==> src/rtl/counter_arb.sv <==
// Round-robin arbiter that lets NUM_REQ requesters share one external counter,
// with a clear handshake; overflow halting is built only under COUNTER_ARB_HALT_ON_OVF_EN.
module counter_arb #(
   parameter int unsigned NUM_REQ        = 4,
   parameter int unsigned CNT_INPUT_SIZE = 2,
   parameter int unsigned CNT_SIZE       = 16
) (
   input  logic                               clk,
   input  logic                               reset_L,
   input  logic [NUM_REQ-1:0]                 req_valid,
   input  logic [NUM_REQ*CNT_INPUT_SIZE-1:0]  req_inc,
   output logic [NUM_REQ-1:0]                 req_ready,
   input  logic                               clr_req,
   output logic                               clr_ack,
   output logic                               cnt_en,
   output logic [CNT_INPUT_SIZE-1:0]          cnt_inc,
   output logic                               cnt_clear,
   input  logic                               cnt_error_overflow,
   output logic                               ovf_halt
);

   localparam int unsigned PTR_W = (NUM_REQ > 1) ? $clog2(NUM_REQ) : 1;

`ifdef COUNTER_ARB_HALT_ON_OVF_EN
   typedef enum logic [1:0] {RUN = 2'd0, CLR = 2'd1, HALT = 2'd2} state_e;
`else
   typedef enum logic [0:0] {RUN = 1'b0, CLR = 1'b1} state_e;
`endif

   state_e                    state_q, state_d;
   logic [PTR_W-1:0]          last_grant_q, last_grant_d;
   logic [PTR_W-1:0]          gnt_idx;
   logic                      gnt_found;
   logic                      transfer;
   int unsigned               cand;
   logic [CNT_INPUT_SIZE-1:0] inc_arr [NUM_REQ];

   // The counter itself lives outside; its width only matters to the integrator.
   logic [CNT_SIZE-1:0]       unused_cnt_size;
   assign unused_cnt_size = '0;

`ifndef COUNTER_ARB_HALT_ON_OVF_EN
   logic                      unused_ovf;
   assign unused_ovf = cnt_error_overflow;
`endif

   for (genvar i = 0; i < NUM_REQ; i++) begin : g_slice
      assign inc_arr[i] = req_inc[i*CNT_INPUT_SIZE +: CNT_INPUT_SIZE];
   end

   // First valid requester searching upward from the slot after the last grant.
   always_comb begin
      gnt_found = 1'b0;
      gnt_idx   = '0;
      cand      = 0;
      for (int unsigned k = 1; k <= NUM_REQ; k++) begin
         cand = (32'(last_grant_q) + k) % NUM_REQ;
         if (!gnt_found && req_valid[PTR_W'(cand)]) begin
            gnt_found = 1'b1;
            gnt_idx   = PTR_W'(cand);
         end
      end
   end

   // Clear outranks every requester; nothing is granted outside RUN.
   assign transfer = reset_L && (state_q == RUN) && !clr_req && gnt_found;

   always_comb begin
      last_grant_d = last_grant_q;
      if (transfer) begin
         last_grant_d = gnt_idx;
      end
   end

   always_ff @(posedge clk or negedge reset_L) begin
      if (!reset_L) begin
         state_q      <= RUN;
         last_grant_q <= PTR_W'(NUM_REQ - 1);
      end else begin
         state_q      <= state_d;
         last_grant_q <= last_grant_d;
      end
   end

   // Next state; a clear request beats an overflow seen in the same cycle.
   always_comb begin
      state_d = state_q;
      case (state_q)
         RUN: begin
            if (clr_req) begin
               state_d = CLR;
            end
`ifdef COUNTER_ARB_HALT_ON_OVF_EN
            else if (cnt_error_overflow) begin
               state_d = HALT;
            end
`endif
         end
         CLR: state_d = RUN;
`ifdef COUNTER_ARB_HALT_ON_OVF_EN
         HALT: begin
            if (clr_req) begin
               state_d = CLR;
            end
         end
`endif
         default: state_d = RUN;
      endcase
   end

   // Outputs are gated by reset_L so they drop the instant reset asserts.
   always_comb begin
      req_ready = '0;
      cnt_en    = 1'b0;
      cnt_inc   = '0;
      cnt_clear = 1'b0;
      clr_ack   = 1'b0;
      ovf_halt  = 1'b0;
      if (reset_L) begin
         case (state_q)
            RUN: begin
               if (transfer) begin
                  req_ready = NUM_REQ'(1) << gnt_idx;
                  cnt_en    = 1'b1;
                  cnt_inc   = inc_arr[gnt_idx];
               end
            end
            CLR: begin
               cnt_clear = 1'b1;
               clr_ack   = 1'b1;
            end
`ifdef COUNTER_ARB_HALT_ON_OVF_EN
            HALT: ovf_halt = 1'b1;
`endif
            default: ;
         endcase
      end
   end

endmodule

==> config.mk <==
export PLATFORM = sky130hd
export DESIGN_NAME = counter_arb
export DESIGN_NICKNAME = d
export VERILOG_FILES = /design/src/rtl/counter_arb.sv
export SDC_FILE = /design/constraint.sdc
export NUM_CORES = 1
export LEC_CHECK = 0
export ABC_AREA = 1
export BUFFER_PORTS_ARGS = -buffer_cell sky130_fd_sc_hd__buf_2
export CAP_MARGIN = 20
export CORE_MARGIN = 5
export CORE_UTILIZATION = 40
export DETAILED_ROUTE_END_ITERATION = 8
export GPL_TIMING_DRIVEN = 1
export PLACE_DENSITY_LB_ADDON = 0.12
export SLEW_MARGIN = 25
export SYNTH_ARGS = -nofsm -noshare
export SYNTH_HDL_FRONTEND = slang
export SYNTH_SLANG_ARGS = --single-unit
==> constraint.sdc <==
create_clock -name clk -period 1.9 [get_ports clk]
set_input_delay 0.095 -clock clk [delete_from_list [all_inputs] [get_ports clk]]
set_output_delay 0.095 -clock clk [all_outputs]
set_load 0.01 [all_outputs]
After elaboration in Yosys (flattened, before gate mapping)
Cells that the tools add are included.
{ "word_totals": {"register_bits": 3, "output_inout_bits": 10, "wordCells": 56, "in_bits": 16} }
{ "classes": {"n_lt_le_gt_ge": 5, "shifts": 1, "muxes": 32, "add_sub_neg": 4, "bitwise_logic": 2, "reduce_logical": 10} }
{ "op_table": {"columns": ["cell", "count"], "rows": [
  ["two-way mux 2 bit", 9],
  ["two-way mux 1 bit", 14],
  ["< comparator 2 x 3 -> 1 bit (second input constant)", 4],
  ["two-way mux 4 bit", 3],
  ["binary-select mux 1 bit (select 2 bit)", 4],
  ["logical AND 1 bit", 6],
  ["adder 2 x 1 -> 2 bit (second input constant)", 2],
  ["adder 2 bit (second input constant)", 2],
  ["binary-select mux 2 bit (select 2 bit)", 1],
  ["zero test 1 bit", 4],
  ["left shift 1 x 2 -> 4 bit (first input constant)", 1],
  ["greater-or-equal comparator 3 bit (second input constant)", 1],
  ["inverter 2 -> 3 bit", 1],
  ["one-hot mux 1 bit (2 select lines)", 1],
  ["inverter 1 bit", 1]
]} }

Longest topological paths before layout
Gate-level depths: netlist of run 1.
{ "depth": {"ltp_word": 20, "mapped_depth": 14, "ltp_nobuf": 13} }

Worst setup path before layout of run 1
OpenSTA, ideal clock, no wires.
{ "synth_timing": {"path_kind": "reg-to-output", "start": "reg last_grant_q[0]", "end": "out req_ready[2]", "stages_incl_launch_ff": 12, "required_time_ns": 1.805, "t_arrival_ns": 1.646, "slack_ns": 0.159, "n_path_buf": 1, "path_cell_list": "dfstp_2 > buf_6 > inv_4 > nand2_2 > nand2_1 > nand2_1 > nand2_2 > nor2_4 > nand3_2 > nand3_4 > inv_2 > nor3_1"} }
{ "synth_between": {"elab_chain_len": 17, "word_cells_on_any_way": 31, "cone_classes": "add/sub: 4; shift: 1; mux: 19; reduce/logical: 7"} }
{ "synth_rtl": {"columns": ["element", "line_no", "rtl"], "rows": [
  ["start, declared", "31", "logic [PTR_W-1:0] last_grant_q, last_grant_d;"],
  ["start signal, assigned", "78", "last_grant_q <= PTR_W'(NUM_REQ - 1);"],
  ["start signal, assigned", "81", "last_grant_q <= last_grant_d;"],
  ["adder 2 x 1 -> 2 bit", "57", "cand = (32'(last_grant_q) + k) % NUM_REQ;"],
  ["binary-select mux 1 bit (select 2 bit)", "58", "if (!gnt_found && req_valid[PTR_W'(cand)]) begin"],
  ["two-way mux 1 bit (not written as such)", "58", null],
  ["two-way mux 1 bit", "58", null],
  ["zero test 1 bit", "58", null],
  ["logical AND 1 bit", "58", null],
  ["two-way mux 1 bit", "58", null],
  ["zero test 1 bit", "58", null],
  ["logical AND 1 bit", "58", null],
  ["two-way mux 1 bit", "58", null],
  ["zero test 1 bit", "58", null],
  ["logical AND 1 bit", "58", null],
  ["two-way mux 2 bit / two-way mux 1 bit (equally long branches)", "58", null],
  ["left shift 1 x 2 -> 4 bit / logical AND 1 bit (equally long branches)", "123, 66", null],
  ["two-way mux 4 bit *", "122", "if (transfer) begin"],
  ["two-way mux 4 bit *", "120", "case (state_q)"],
  ["two-way mux 4 bit *", "119", "if (reset_L) begin"],
  ["end, declared", "12", "output logic [NUM_REQ-1:0] req_ready,"]
]} }
Mark *: on every way between the ends. The rest lies on a longest branch, timed or not. The select of a mux whose other input is x is not followed.

Worst setup path in the final report of run 1
{ "layout_timing": {"start": "reg last_grant_q[0]", "end": "out cnt_inc[1]"} }
{ "layout_between": {"elab_chain_len": 20, "word_cells_on_any_way": 34, "cone_classes": "add/sub: 4; mux: 22; bitwise: 1; reduce/logical: 7"} }
{ "layout_rtl": {"columns": ["element", "line_no", "rtl"], "rows": [
  ["adder 2 x 1 -> 2 bit", "57", null],
  ["binary-select mux 1 bit (select 2 bit)", "58", null],
  ["two-way mux 1 bit (not written as such)", "58", null],
  ["two-way mux 1 bit", "58", null],
  ["zero test 1 bit", "58", null],
  ["logical AND 1 bit", "58", null],
  ["two-way mux 1 bit", "58", null],
  ["zero test 1 bit", "58", null],
  ["[3 not listed]", null, null],
  ["logical AND 1 bit", "58", null],
  ["two-way mux 2 bit", "58", null],
  ["inverter 2 -> 3 bit (not written as such)", "125", "cnt_inc = inc_arr[gnt_idx];"],
  ["binary-select mux 2 bit (select 2 bit)", "125", null],
  ["two-way mux 2 bit (not written as such) (2 in a row)", "125", null],
  ["two-way mux 2 bit *", "122", null],
  ["two-way mux 2 bit *", "120", null],
  ["two-way mux 2 bit *", "119", null],
  ["end, declared", "16", "output logic [CNT_INPUT_SIZE-1:0] cnt_inc,"]
]} }
Marks and branches as above.

==> results of run 1 <==
==> final timing paths <==
path | slack, ns | endpoint | cells past startpoint
worst min register to register | 0.45 | state_q | 1
worst max register to register | 0.08 | last_grant_q[1] | 11
max in group asynchronous | 1.50 | last_grant_q[1] | 2
worst max-delay path | -0.23 | cnt_inc[1] | 13
min in group asynchronous | 0.20 | state_q | 2
worst min-delay path | 0.14 | state_q | 3
==> power groups by stage <==
stage	combinational, W	clock [W]	sequential, W
after detailed placement	0.00123	0	0.000156
after global routing	0.00182	0.000122	0.000143
after CTS	0.00159	0.000114	0.000135
after global placement	0.00121	0	0.000156
final	0.00164	0.000108	0.000136
after floorplan	0.000986	0	0.000121
==> cell families (layout without fill, tap and decap cells) <==
family / count (synthesis) / count (layout) / share of synthesized area, %
DFF: 3 / 3 / 12.81
and+or+nand+nor: 69 / 69 / 60.95
AOI/OAI and AO/OA: 7 / 7 / 9.090
other: 1 / 1 / 0.6192
buffers and inverters: 22 / 66 / 16.53
==> registers in the layout, indices dropped and copies added (netlist names) <==
| signal | cells |
|---|---|
| last_grant_q | 2 |
| state_q | 1 |
==> tightest hold or removal path, stage by stage <==
cell and delay, ns:
buf_2 0.08, inv_1 0.06, nor2_1 0.09
==> per-layer routing <==
layer,share of wire (%),global-route usage [%]
met1,40,14.34
met2,57,29.57
met3,1.2,0
met4,1.2,4.036
met5,0,0
==> layout by cell type (no fill, tap or decap), types with 2 or more instances in the layout <==
master    instances
buf_2            23
buf_4            16
buf_6             3
clkbuf_4          3
dfstp_2           2
inv_1            14
inv_2             3
inv_4             2
nand2_1          17
nand2_2          28
nand3_1           5
nand3_2           4
nand3_4           3
nand4_1           2
nor2_1            5
nor2_4            2
o211ai_1          2
==> final cells by class <==
type | count | area [um2]
fillers | 152 | 498.0
multi-input cells | 77 | 494.2
repair buffers | 43 | 279.0
flip-flops and latches | 3 | 77.57
inverters | 19 | 76.32
clock buffers | 4 | 26.28
well taps | 16 | 20.02
==> per-stage QoR <==
stage | setup WS (ns) | util [%] | total power (W) | setup TNS, ns
6_report | -0.2317 | 66.16 | 0.001886 | -1.145
5_1_grt | -0.3737 | 66.16 | 0.002087 | -2.289
4_1_cts | -0.2229 | 64.63 | 0.001835 | -1.129
3_5_place_dp | -0.04381 | 52.64 | 0.001386 | -0.1966
3_3_place_gp | -0.02486 | 52.64 | 0.001368 | -0.08513
2_1_floorplan | 0.1590 | - | 0.001107 | 0
==> repair_timing <==
item,in CTS,in global routing
gates resized for setup,23,5
pin swaps,11,6
buffers inserted,10,1
hold buffers,1,0
endpoints found under the hold margin,3,0
setup endpoints to repair,8,8
==> flow_metrics.tcl, run 1 <==
set metrics [dict create \
    outcome "finished with violations" \
    violations "setup timing" \
    pwr-share-clk_pct 5.7 \
    viasPerCell 4.642 \
    cp-end-kind "primary output" \
    start_util_pct 41.16 \
    areaGrowthSynthToFinish_pct 60.74 \
    wire_per_inst_um 10.55 \
    clk_path_buf_depth 2 \
    ant_nets 0 \
    cts_tree "built" \
    placed_area_um2 774.5 \
    ys.flop_type "dfstp_2" \
    p_sw_w 0.001020 \
    rows 14 \
    synth_cell_types 23 \
    power.internal_w 0.0008664 \
    grt_pass1_wl_mm 2.822 \
    rr_startpoint "last_grant_q[0]" \
    port_buffers 23 \
    fin_cells 162 \
    syn_inst 102 \
    track_usage_pct 13.97 \
    num_antenna_cells 0 \
    synth.area.top_cells "nand2_1, nand2_2, dfstp_2, inv_1, nand3_1" \
    crit_required_ns 1.80 \
    grt_max_degree 8 \
    remaining_drc_errors 0 \
    synth-seq-area-share_pct 12.81 \
    ir_worst_vdd_mv 0.9161 \
    hold_class "primary input to flop" \
    synth_most_common_cell "nand2_1" \
    setup_violations 7 \
    crit_path_top_delay_cell "dfstp_2" \
    core-area_um2 1471 \
    grt-ovfl-total 0 \
    drtIter0Drc 3 \
    nets 163 \
    combPwrFrac_pct 87.0 \
    crit_chain "inv_4 -> buf_4 -> nand2_1 -> nand3_1 -> nand2_1 -> nand2_2 -> nand2_2 -> nand2_2 -> buf_4 -> nand4_1 -> nand3_2 -> a21oi_2 -> buf_2" \
    synth-edff-count 0 \
    ios 26 \
    leakagePower_nw 0.5613 \
    crit_top_cell "nand2_2" \
    fin_area_um2 973.4 \
    ctsHtreeMaxLevel 1 \
    crit_fanout 7 \
    rsz0062_at_grt "true" \
    path_buf_inv 4 \
    critPathLaunchType "flop" \
    power_density_nw_per_um2 1938 \
    clk_latency_ns 0.23 \
    antenna_found_initial 0 \
    wl_mm 1.709 \
    crit_arrival_ns 2.04 \
    syn_nets 118 \
    clk_pin_slew_worst_paths_ns 0.03 \
    skew_ns 0.0007070 \
    setup_ws_ns -0.2317 \
    ys_seq_elements 3 \
    crit_path_max_incr_delay_ns 0.59 \
    synthArstFlopShare_pct 100.0 \
    period_share_pct 112.2 \
    worstHoldStart "clr_req" \
    gp_congestion 0.7419 \
    hold_viol 0 \
    numCtsBuffers 3 \
    grt_pass1_vias 733 \
    die-area_um2 2392 \
    cp_top_family "flip-flops" \
    cp-startpoint "last_grant_q[0]" \
    synth_top_area_share_pct 21.07 \
    synth_common_cells "nand2_1, inv_1, nand2_2" \
    fmax_ghz 0.4691 \
    path_class "flop to primary output" \
    synth_top_cell_by_area "nand2_1" \
    vias 752 \
    p_sw_share_pct 54.07 \
    avgSynthCellArea_um2 5.937 \
    dr.pass1.iters 2 \
    cts_root_buf "clkbuf_4" \
    yosys_warnings 0 \
    drive_gt1_share_pct 64.38 \
    netlist_area_um2 605.6 \
    slew_violations 0 \
    die_h_um 48.91 \
    sequentialPowerShare_pct 7.2 \
    cap_violations 0 \
    hpwl_mm 1.226 \
    cts.sinks 3 \
    layout_min_cycle_time_ns 2.132 \
    dp_cells 146 \
    dieWidth_um 48.91 \
    timing.hold.ws_ns 0.1398 \
]
Power figures use the tool's default switching activity.
==> inputs of run 2 (changes only) <==
--- a/config.mk
+++ b/config.mk
@@ -11,7 +11,7 @@
 export CORE_MARGIN = 5
 export CORE_UTILIZATION = 40
 export DETAILED_ROUTE_END_ITERATION = 8
-export GPL_TIMING_DRIVEN = 1
+export GPL_TIMING_DRIVEN = 0
 export PLACE_DENSITY_LB_ADDON = 0.12
 export SLEW_MARGIN = 25
 export SYNTH_ARGS = -nofsm -noshare
==> constraint.sdc (replaced) <==
create_clock -name clk -period 1.9 [get_ports clk]
set_input_delay 0.285 -clock clk [delete_from_list [all_inputs] [get_ports clk]]
set_output_delay 0.285 -clock clk [all_outputs]
set_load 0.01 [all_outputs]
==> run 2 against run 1 <==
Net effect:
- the flow still finishes with violations (setup timing)
- sequential cell count did not move
- count of clock-buffer cells in the layout did not move
- worst hold slack got worse by 0.12 ns
- utilization rose by 6.3 points
- clock power rose by 7%
==> flow_metrics.tcl, run 2 (synthesis gave the netlist of run 1 again) <==
set metrics [dict create \
    start_util_pct 41.16 \
    ios 26 \
    ant_nets 0 \
    gp_congestion 0.7648 \
    power.internal_w 0.0009403 \
    die_h_um 48.91 \
    crit_fanout 7 \
    cts_root_buf "clkbuf_4" \
    remaining_drc_errors 0 \
    mostFrequentLayoutCells "nand2_2, buf_2, nand2_4, inv_1" \
    reg2reg_depth 13 \
    critPathLaunchType "flop" \
    clk_pin_slew_worst_paths_ns 0.04 \
    crit_chain "buf_6 -> buf_6 -> nand2_2 -> nand2_4 -> nand2_4 -> nand2_4 -> inv_2 -> nand3_4 -> nand3_4 -> nor2_2 -> o211ai_1 -> nand2_1 -> buf_2" \
    wl_mm 1.665 \
    cap_violations 0 \
    crit_top_cell "nand2_4" \
    pwr-share-clk_pct 5.5 \
    crit_path_max_incr_delay_ns 0.52 \
    drtIter0Drc 11 \
    timing.rr.end "last_grant_q[0]" \
    cts.sinks 3 \
    crit_path_top_delay_cell "dfstp_2" \
    p_sw_w 0.001157 \
    grt_max_degree 8 \
    top_register "last_grant_q" \
    ctsHtreeMaxLevel 1 \
    ir_worst_vdd_mv 0.9206 \
    fin_cells 159 \
    crit_arrival_ns 2.04 \
    rows 14 \
    grt_pass1_vias 656 \
    skew_ns 0.005433 \
    largest_reg_flops 2 \
    clk_latency_ns 0.24 \
    dr.pass1.iters 4 \
    power_density_nw_per_um2 1967 \
    final.setup.tns_ns -2.641 \
    path_class "flop to primary output" \
    r2r_slack_ns 0.06 \
    crit_required_ns 1.62 \
    viasPerCell 4.780 \
    drive_gt1_share_pct 70.63 \
    rsz0062_at_grt "true" \
    p_sw_share_pct 55.17 \
    dieWidth_um 48.91 \
    nets 160 \
    path_buf_inv 4 \
    rr_startpoint "last_grant_q[0]" \
    slew_violations 0 \
    die-area_um2 2392 \
    layout_min_cycle_time_ns 2.323 \
    setup_ws_ns -0.4232 \
    port_buffers 23 \
    num_antenna_cells 0 \
    hold_class "primary input to async pin" \
    hpwl_mm 1.160 \
    cts_tree "built" \
    vias 760 \
    combPwrFrac_pct 89.1 \
    areaGrowthSynthToFinish_pct 76.03 \
    outcome "finished with violations" \
    core-area_um2 1471 \
    numCtsBuffers 3 \
    leakagePower_nw 0.5932 \
    cp-end-kind "primary output" \
    wire_per_inst_um 10.47 \
    largestRegisters "last_grant_q: 2 flops, state_q: 1 flops" \
    setup_violations 7 \
    dp_cells 141 \
    cp_top_family "simple AND/OR/NAND/NOR gates" \
    final_common_cell "nand2_2" \
    period_share_pct 122.3 \
    antenna_found_initial 0 \
    hold_viol 0 \
    sequentialPowerShare_pct 5.4 \
    violations "setup timing" \
    fmax_ghz 0.4304 \
    clk_path_buf_depth 2 \
    track_usage_pct 13.09 \
    grt-ovfl-total 0 \
    grt_pass1_wl_mm 2.615 \
]
## run 2: timing repair
action,in CTS,in global routing
setup buffers,12,1
setup endpoints to repair,7,9
pin swaps,18,18
hold buffers,1,0
endpoints found under the hold margin,1,0
gates resized for setup,23,31
## run 2: power by group through the flow
stage,clock [W],combinational (W),sequential (W)
finish,0.000116,0.00187,0.000113
CTS,0.000118,0.00159,0.000113
global placement,0,0.00118,0.000125
detailed placement,0,0.00121,0.000125
global route,0.000123,0.00204,0.000117
floorplan,0,0.000997,0.000121
## run 2: final cells by class
class	count	area [um2]
clock buffers	4	26.28
multi-input cells	77	584.3
plain buffers	3	26.28
well taps	16	20.02
inverters	19	83.83
flip-flops and latches	3	77.57
fillers	122	405.4
repair buffers	37	247.7
## run 2: worst max path at each step
| stage | from | endpoint | slack [ns] | cells after the start |
|---|---|---|---|---|
| 2_1_floorplan | last_grant_q[0] | cnt_inc[1] | -0.001 | 13 |
| 3_3_place_gp | last_grant_q[0] | cnt_inc[0] | -0.20 | 13 |
| 3_5_place_dp | last_grant_q[0] | req_ready[0] | -0.22 | 12 |
| 4_1_cts | last_grant_q[0] | cnt_inc[0] | -0.46 | 14 |
| 5_1_grt | last_grant_q[0] | cnt_inc[1] | -0.55 | 14 |
| 6_report | last_grant_q[0] | cnt_inc[0] | -0.42 | 13 |
## run 2: metal layers
layer  vias to the layer above  wire length [um]  GRT usage (%)
met4                         0                12          3.587
li1                        401                 -              -
met5                         -                 0              0
met3                         2                66          2.141
met1                       339               699          17.25
met2                        18               887          21.74
## run 2: metrics by stage
step / area (um2) / hold slack [ns] / power (W) / util, % / worst slack [ns]
after global placement: 745.7 / 0.09437 / 0.001310 / 50.68 / -0.2015
after floorplan: 610.6 / -0.01059 / 0.001118 / - / -0.001057
after detailed placement: 745.7 / 0.09426 / 0.001333 / 50.68 / -0.2242
final: 1066 / 0.02311 / 0.002097 / 72.45 / -0.4232
after CTS: 943.4 / 0.01925 / 0.001819 / 64.12 / -0.4579
after global routing: 1066 / 0.03081 / 0.002277 / 72.45 / -0.5512
==> inputs of run 3 (changes only) <==
--- a/config.mk
+++ b/config.mk
@@ -5,12 +5,11 @@
 export SDC_FILE = /design/constraint.sdc
 export NUM_CORES = 1
 export LEC_CHECK = 0
-export ABC_AREA = 1
 export BUFFER_PORTS_ARGS = -buffer_cell sky130_fd_sc_hd__buf_2
 export CAP_MARGIN = 20
-export CORE_MARGIN = 5
-export CORE_UTILIZATION = 40
+export CORE_AREA = 5 5 42 44
 export DETAILED_ROUTE_END_ITERATION = 8
+export DIE_AREA = 0 0 47 49
 export GPL_TIMING_DRIVEN = 0
 export PLACE_DENSITY_LB_ADDON = 0.12
 export SLEW_MARGIN = 25
==> run 3 against run 2 <==
Net effect:
- die area down 3.7%
- critical path type unchanged
- the flow still finishes with violations (setup timing)
- sequential cell count unchanged
- highest routed layer unchanged
- worst hold slack better by 0.011 ns
- power down 76%
==> flow_metrics.tcl, run 3 <==
set metrics [dict create \
    grt-ovfl-total 0 \
    ys.flop_type "dfstp_2" \
    netlist_area_um2 389.1 \
    setup_ws_ns -0.2171 \
    wl_mm 1.123 \
    period_share_pct 111.4 \
    cts.sinks 3 \
    timing.rr.end "last_grant_q[1]" \
    syn_nets 61 \
    syn_inst 45 \
    clk_path_buf_depth 2 \
    core-area_um2 1401 \
    die_h_um 49 \
    grt_pass1_vias 413 \
    violations "setup timing" \
    power_density_nw_per_um2 746.9 \
    largest_reg_flops 2 \
    path_class "flop to primary output" \
    numCtsBuffers 3 \
    hold_class "primary input to async pin" \
    dr.pass1.iters 4 \
    crit_arrival_ns 1.83 \
    grt_pass1_wl_mm 1.787 \
    skew_ns 0.0005423 \
    leakagePower_nw 0.3193 \
    fillers 153 \
    antenna_found_initial 0 \
    synth_top_cell_by_area "dfstp_2" \
    remaining_drc_errors 0 \
    start_util_pct 27.77 \
    mostFrequentLayoutCells "buf_2, buf_4, nor2_1" \
    port_buffers 23 \
    hold_viol 0 \
    ir_worst_vdd_mv 0.4484 \
    pwr-share-clk_pct 21.5 \
    crit_required_ns 1.62 \
    worst_pin_slew_ns 0.5064 \
    ios 26 \
    areaGrowthSynthToFinish_pct 75.24 \
    synthArstFlopShare_pct 100.0 \
    vias 444 \
    drtIter0Drc 4 \
    p_sw_w 0.0001975 \
    ys_seq_elements 3 \
    cap_violations 0 \
    r2r_slack_ns 0.42 \
    top_register "last_grant_q" \
    reg2reg_depth 7 \
    rows 14 \
    synth_most_common_cell "nor2_1" \
    power.internal_w 0.0003118 \
    die-area_um2 2303 \
    sequentialPowerShare_pct 21.6 \
    num_antenna_cells 0 \
    nets 95 \
    synth_top_area_share_pct 13.50 \
    setup_violations 6 \
    synth-seq-area-share_pct 19.94 \
    critPathLaunchType "flop" \
    rsz0062_at_grt "true" \
    synth_cell_types 28 \
    synth_common_cells "nor2_1, mux2i_1, a21oi_1, inv_1" \
    synth.area.top_cells "dfstp_2, mux2i_1, dfrtp_1, nor4b_4, nor2_1" \
    synth-edff-count 0 \
    track_usage_pct 10.37 \
    fmax_ghz 0.4723 \
    cts_root_buf "clkbuf_4" \
    clk_latency_ns 0.23 \
    final_util_pct 48.66 \
    cts_tree "built" \
    p_sw_share_pct 38.78 \
    ctsHtreeMaxLevel 1 \
    ant_nets 0 \
    drive_gt1_share_pct 66.67 \
    rr_startpoint "last_grant_q[1]" \
    largestRegisters "last_grant_q: 2 flops, state_q: 1 flops" \
    viasPerCell 4.723 \
    combPwrFrac_pct 56.9 \
    slew_headroom_pct 66.10 \
    slew_violations 0 \
    gp_congestion 0.6590 \
    timing.hold.ws_ns 0.03417 \
    yosys_warnings 0 \
    avgSynthCellArea_um2 8.647 \
    wire_per_inst_um 11.95 \
    grt_max_degree 8 \
    final_common_cell "buf_2" \
    cp-end-kind "primary output" \
    dieWidth_um 47 \
    layout_min_cycle_time_ns 2.117 \
    crit_fanout 4 \
    clk_pin_slew_worst_paths_ns 0.04 \
    outcome "finished with violations" \
    power_w 0.0005093 \
]
[run 3: how the worst max path moves through the flow]
| stage | from | end | slack, ns |
|---|---|---|---|
| after CTS | last_grant_q[1] | cnt_inc[1] | -0.22 |
| after floorplan | last_grant_q[1] | cnt_inc[1] | 0.10 |
| final | last_grant_q[1] | cnt_inc[1] | -0.22 |
| after global placement | last_grant_q[1] | cnt_inc[1] | -0.11 |
| after detailed placement | last_grant_q[1] | cnt_inc[1] | -0.08 |
| after global routing | last_grant_q[1] | cnt_inc[1] | -0.32 |
[run 3: layout make-up]
class                      instances  area [um2]  share of cell area [%]
multi-input combinational         37       361.6                   53.03
timing repair buffer              29       170.2                   24.95
sequential                         3       77.57                   11.38
clock buffer                       4       26.28                   3.853
tap                               16       20.02                   2.936
buffer                             2       15.01                   2.202
inverter                           3       11.26                   1.651
[run 3: through the flow]
step	std cells	setup slack [ns]	area, um2	setup TNS [ns]
after floorplan	45	0.1045	389.1	0
after global placement	84	-0.1063	524.3	-0.1710
after detailed placement	84	-0.07989	524.3	-0.1296
after CTS	92	-0.2225	629.4	-0.7603
after global routing	94	-0.3165	681.9	-1.500
final	94	-0.2171	681.9	-0.9994
[run 3: critical path: stages (launching register included)]
cell and delay [ns]:
dfstp_2 0.58, mux2i_4 0.28, o22ai_4 0.12, nor2_4 0.16, mux2i_1 0.23, a211oi_2 0.08, buf_2 0.15
[run 3: cells by family (layout without fill, tap and decap cells)]
| family | Yosys count | count (layout) | synth area share (%) |
|---|---|---|---|
| DFF | 3 | 3 | 19.93 |
| muxes | 4 | 4 | 10.29 |
| AOI/OAI and AO/OA | 13 | 13 | 29.58 |
| buffers and inverters | 5 | 38 | 6.751 |
| other | 1 | 1 | 0.9637 |
| and+or+nand+nor | 19 | 19 | 32.48 |
[run 3: routing by layer]
layer / GRT usage, % / vias up / routed length, um
met5: 0 / - / 0
met4: 5.530 / 0 / 16
met3: 2.952 / 2 / 92
met2: 13.80 / 20 / 542
met1: 14.60 / 195 / 472
li1: - / 227 / -
[run 3: repair_timing]
item,4_1_cts,5_1_grt
endpoints found under the setup margin,6,6
gates resized for setup,9,7
pin swaps,8,5
hold buffers,1,0
buffers inserted,3,3
endpoints found under the hold margin,1,0
[run 3: power by group through the flow]
| stage | sequential, W | clock [W] | combinational, W |
|---|---|---|---|
| floorplan | 0.000101 | 0 | 0.000138 |
| global placement | 0.000106 | 0 | 0.000186 |
| detailed placement | 0.000105 | 0 | 0.000185 |
| CTS | 0.000109 | 0.000115 | 0.000242 |
| global route | 0.000112 | 0.000130 | 0.000315 |
| finish | 0.000110 | 0.000110 | 0.000290 |
